## src/rtl/count_tick_sched.sv

```systemverilog
// count_tick_sched: in-domain tick scheduler for the LED demo counter.
// Issues count enables over the counter's EN/RDY handshake with run, pause, step and clear control.
module count_tick_sched #(
    parameter int PRESCALE_W   = 23,
    parameter int COUNT_W      = 4,
    parameter int CLEAR_CYCLES = 2
) (
    input  logic                  clk,
    input  logic                  reset,
    input  logic                  run,
    input  logic                  step,
    input  logic                  clear,
    input  logic [PRESCALE_W-1:0] period,
    output logic                  ctr_en,
    input  logic                  ctr_rdy,
    output logic                  ctr_rst_n,
    input  logic [COUNT_W-1:0]    ctr_value,
    output logic [COUNT_W-1:0]    count_q,
    output logic                  wrap,
    output logic                  overrun,
    output logic [1:0]            state
);

    localparam int               CLR_W      = (CLEAR_CYCLES > 1) ? $clog2(CLEAR_CYCLES) : 1;
    localparam logic [CLR_W-1:0] CLR_RELOAD = CLR_W'(CLEAR_CYCLES - 1);

    typedef enum logic [1:0] {
        ST_CLEAR = 2'd0,
        ST_IDLE  = 2'd1,
        ST_RUN   = 2'd2
    } state_e;

    state_e                state_q,    state_d;
    logic [CLR_W-1:0]      clr_cnt_q,  clr_cnt_d;
    logic [PRESCALE_W-1:0] presc_q,    presc_d;
    logic                  pending_q,  pending_d;
    logic                  fire_dly_q, fire_dly_d;
    logic [COUNT_W-1:0]    value_q,    value_d;
    logic                  wrap_q,     wrap_d;
    logic                  overrun_q,  overrun_d;
    logic                  rst_n_q,    rst_n_d;

    logic tick;
    logic fire;
    logic step_acc;

    // Handshake: ctr_en (valid) is the registered pending flag and stays high
    // until the counter answers with ctr_rdy in the same cycle; that cycle is
    // the transfer (fire). ctr_en never drops without a fire, except on clear or reset.
    always_comb begin
        state_d    = state_q;
        clr_cnt_d  = clr_cnt_q;
        presc_d    = presc_q;
        value_d    = value_q;
        wrap_d     = 1'b0;
        overrun_d  = overrun_q;
        pending_d  = pending_q;
        tick       = 1'b0;
        step_acc   = 1'b0;
        fire       = pending_q & ctr_rdy;
        fire_dly_d = fire;

        // The counter shows its new value one cycle after the fire.
        if (fire_dly_q) begin
            value_d = ctr_value;
            wrap_d  = (value_q == '1) && (ctr_value == '0);
        end

        if (clear) begin
            state_d    = ST_CLEAR;
            clr_cnt_d  = CLR_RELOAD;
            presc_d    = '0;
            value_d    = '0;
            wrap_d     = 1'b0;
            overrun_d  = 1'b0;
            fire_dly_d = 1'b0;
            pending_d  = 1'b0;
        end else begin
            case (state_q)
                ST_CLEAR: begin
                    presc_d = '0;
                    if (clr_cnt_q == '0) begin
                        state_d = run ? ST_RUN : ST_IDLE;
                    end else begin
                        clr_cnt_d = clr_cnt_q - 1'b1;
                    end
                end
                ST_IDLE: begin
                    presc_d  = '0;
                    step_acc = step;
                    if (run) begin
                        state_d = ST_RUN;
                    end
                end
                ST_RUN: begin
                    if (!run) begin
                        state_d = ST_IDLE;
                        presc_d = '0;
                    end else if (presc_q >= period) begin
                        tick    = 1'b1;
                        presc_d = '0;
                    end else begin
                        presc_d = presc_q + 1'b1;
                    end
                end
                default: begin
                    state_d   = ST_CLEAR;
                    clr_cnt_d = CLR_RELOAD;
                    presc_d   = '0;
                end
            endcase

            // Depth-1 queue: a tick arriving while a count still waits is lost.
            if (tick && pending_q && !fire) begin
                overrun_d = 1'b1;
            end
            pending_d = tick | step_acc | (pending_q & ~fire);
        end

        rst_n_d = (state_d != ST_CLEAR);
    end

    always_ff @(posedge clk or posedge reset) begin
        if (reset) begin
            state_q    <= ST_CLEAR;
            clr_cnt_q  <= CLR_RELOAD;
            presc_q    <= '0;
            pending_q  <= 1'b0;
            fire_dly_q <= 1'b0;
            value_q    <= '0;
            wrap_q     <= 1'b0;
            overrun_q  <= 1'b0;
            rst_n_q    <= 1'b0;
        end else begin
            state_q    <= state_d;
            clr_cnt_q  <= clr_cnt_d;
            presc_q    <= presc_d;
            pending_q  <= pending_d;
            fire_dly_q <= fire_dly_d;
            value_q    <= value_d;
            wrap_q     <= wrap_d;
            overrun_q  <= overrun_d;
            rst_n_q    <= rst_n_d;
        end
    end

    assign ctr_en    = pending_q;
    assign ctr_rst_n = rst_n_q;
    assign count_q   = value_q;
    assign wrap      = wrap_q;
    assign overrun   = overrun_q;
    assign state     = state_q;

endmodule

```

## config.mk

```make
export PLATFORM = sky130hd
export DESIGN_NAME = count_tick_sched
export DESIGN_NICKNAME = d
export VERILOG_FILES = /design/src/rtl/count_tick_sched.sv
export SDC_FILE = /design/constraint.sdc
export NUM_CORES = 1
export LEC_CHECK = 0
export CORE_MARGIN = 2
export CORE_UTILIZATION = 40
export CTS_CLUSTER_DIAMETER = 200
export DETAILED_ROUTE_END_ITERATION = 16
export SLEW_MARGIN = 20
export SYNTH_ARGS = -nofsm -noshare
export SYNTH_HDL_FRONTEND = slang
export SYNTH_SLANG_ARGS = --single-unit
```

## constraint.sdc

```tcl
create_clock -name clk -period 5.5 [get_ports clk]
set_input_delay 1.1 -clock clk [delete_from_list [all_inputs] [get_ports clk]]
set_output_delay 1.1 -clock clk [all_outputs]
set_load 0.02 [all_outputs]
```

==> flow_summary.json <==
{
  "hold_start": "overrun",
  "cts_max_level": 2,
  "maxUsedRoutingLayer": "met4",
  "required_ns": 5.63,
  "wl_met1_um": 2270,
  "dp_slack_ns": 1.60,
  "diodes": 0,
  "track_usage": 0.157,
  "cts_setup_buffers": 0,
  "cts_hold_buf": 0,
  "cp_data_arrival_time_ns": 3.73,
  "start_util": 0.416,
  "ys_seq_area_frac": 0.380,
  "crit_path_end": "presc_q[2]",
  "crit_type": "input port to register",
  "worstPathMaxFanout": 23,
  "slowest_stage": "or4_1",
  "startpoint_type": "input port",
  "path_buf_inv": 2,
  "vdd_drop_max_v": 0.000180,
  "die_height_um": 79.9,
  "area_growth_syn_to_layout_pct": 24.5,
  "syn-num-nets": 301,
  "setup_viol": 0,
  "wl_met3_um": 192,
  "netlist_area_mm2": 0.00231,
  "post-dp-hpwl_um": 3360,
  "rows": 27,
  "core_area_mm2": 0.00554,
  "max_stage_delay_ns": 0.88,
  "setup_slack_ns": 1.90,
  "nets": 346,
  "crit_start": "period[22]",
  "clock_skew_ns": 0.00699,
  "post-route-min-period_ns": 3.60,
  "die-area_mm2": 0.00639,
  "gp_congestion": 0.798,
  "min_path_type": "register to register",
  "synth-edff-count": 0,
  "synth_flop_cell": "dfrtp_1",
  "drc": 0,
  "syn_avg_cell_area_um2": 9.61,
  "clock_path_buffers": 2,
  "cp.depth": 9,
  "synthTopCellsByArea": "dfrtp_1, ha_1, xor2_1, inv_1, nand3_1",
  "cellLeakagePower_nw": 1.33,
  "yosys.area.top_type": "dfrtp_1",
  "synth_async_sr_flop_share": 1.00,
  "cts-resized-gates": 0,
  "cp_top_family": "simple AND/OR/NAND/NOR gates",
  "cts_sinks": 35,
  "numCtsBuffers": 5,
  "crit_chain": "clkdlybuf4s50_1 > inv_1 > ha_1 > nand3_1 > nor3_1 > nand2b_1 > o31ai_1 > or4_1 > nor2_1",
  "boundaryPins": 43,
  "post-route-period-util": 0.654,
  "cts_tree": "done",
  "dieWidth_um": 79.9,
  "wl_met2_um": 2000,
  "clock_latency_ns": 0.29,
  "viasPerCell": 4.89,
  "firstDrtPassIters": 4,
  "rsz0062_at_grt": "false",
  "clkTransAtPathRegs_ns": 0.07,
  "fmax_ghz": 0.278,
  "critPathCaptureType": "register",
  "final_cell_mix": "clkdlybuf4s50_1, dfrtp_1, inv_1",
  "r2r_start": "presc_q[0]",
  "maxSlewViolCount": 0,
  "fin_hold_ws_ns": 0.530,
  "yosys_warnings": 0,
  "grt_pass1_wl_um": 7730,
  "ant_nets": 0,
  "hold_viol_final": 0,
  "vias": 1749,
  "antenna_found_initial": 0,
  "r2r_end": "presc_q[2]",
  "synthCells": 240,
  "grt_overflow": 0,
  "wl_um": 4510,
  "tns_ns": 0,
  "tightest_slew_ns": 1.07,
  "reg2reg_depth": 8,
  "drt-initial-drc-count": 71,
  "placed_cells": 350,
  "final_cells": 358,
  "ys_types": 43,
  "maxCapViolCount": 0,
  "synth_top_area_share": 0.369,
  "wire_per_inst_um": 12.6,
  "power_mw": 0.652,
  "root_buffer": "clkbuf_8",
  "synth-seq-cells": 35,
  "portBuffers": 42,
  "relSlewSlack": 0.289,
  "final_common_cell": "clkdlybuf4s50_1",
  "cellPowerDensity_mw_per_mm2": 227,
  "run_status": "complete, no violations",
  "grt_pass1_vias": 1758,
  "drive_above_1_share": 0.0979,
  "grt_max_degree": 36,
  "rrSetupSlack_ns": 2.72
}
worst min path at each step:
stage            endpoint  slack [ns]  depth (start not counted)
2_1_floorplan  presc_q[0]        0.48                          1
3_3_place_gp      overrun        0.51                          2
3_5_place_dp      overrun        0.52                          2
4_1_cts           overrun        0.53                          2
5_1_grt           overrun        0.57                          2
6_report          overrun        0.53                          2
worst register-to-register path, stage by stage, from the launching register on:
cell and delay, ns:
dfrtp_1 0.46, inv_1 0.08, ha_1 0.27, nand2b_4 0.11, a211oi_2 0.06, o311a_1 0.31, o31ai_1 0.32, or4_1 0.88
nor2_1 0.13
synthesized netlist by cell type (2+ instances only):
master	n
nor4_1	2
mux2i_1	5
dfrtp_1	34
nand2b_1	3
ha_1	28
a21o_1	2
clkbuf_1	2
nand2_1	11
o21ai_0	4
inv_1	29
xnor2_1	6
and3_1	4
xor2_1	15
a21oi_1	9
and3b_1	2
nor3_1	2
nand4_1	8
nand3_1	18
nor2_2	11
a311oi_1	2
nor2_1	19
and4_1	3
state kept, by name, indices dropped and copies added (netlist names):
name and cells:
wrap 1, ctr_rst_n 1, overrun 1, state 2, count_q 4, presc_q 23
ctr_en 1, clr_cnt_q 1, fire_dly_q 1
logic make-up (layout without fill, tap and decap cells):
group           Yosys count  in the layout  share of synthesized area
flops                    35             35                      0.380
fa+ha+maj                28             28                      0.152
xor+xnor                 21             21                     0.0798
mux                       5              5                     0.0217
buf+inv                  34             80                     0.0705
compound gates           25             25                     0.0749
simple gates             92             92                      0.221
layout make-up:
class                           instances  area (um^2)
Clock buffer                            8          100
Sequential cell                        35          877
Fill cell                             541         2670
Tap cell                               72         90.1
Inverter                               29          109
Multi-Input combinational cell        171         1270
Timing Repair Buffer                   43          428
routing by layer:
layer / track usage / vias to the layer above
met4: 0.0407 / 0
met3: 0.0419 / 6
met5: 0 / -
li1: - / 906
met1: 0.211 / 805
met2: 0.250 / 32
metrics by stage:
step	cell area (um^2)	util
after floorplan	2310	-
after global placement	2770	0.500
after detailed placement	2770	0.500
after CTS	2870	0.518
after global routing	2870	0.518
final	2870	0.518
power by group:
group / leakage, nW / internal (mW) / switching [mW]
combinational: 0.798 / 0.0765 / 0.0750
clock: 0.0515 / 0.114 / 0.0955
sequential: 0.484 / 0.274 / 0.0170
total: 1.33 / 0.465 / 0.188
No activity file was read; power rests on OpenSTA's default activity.
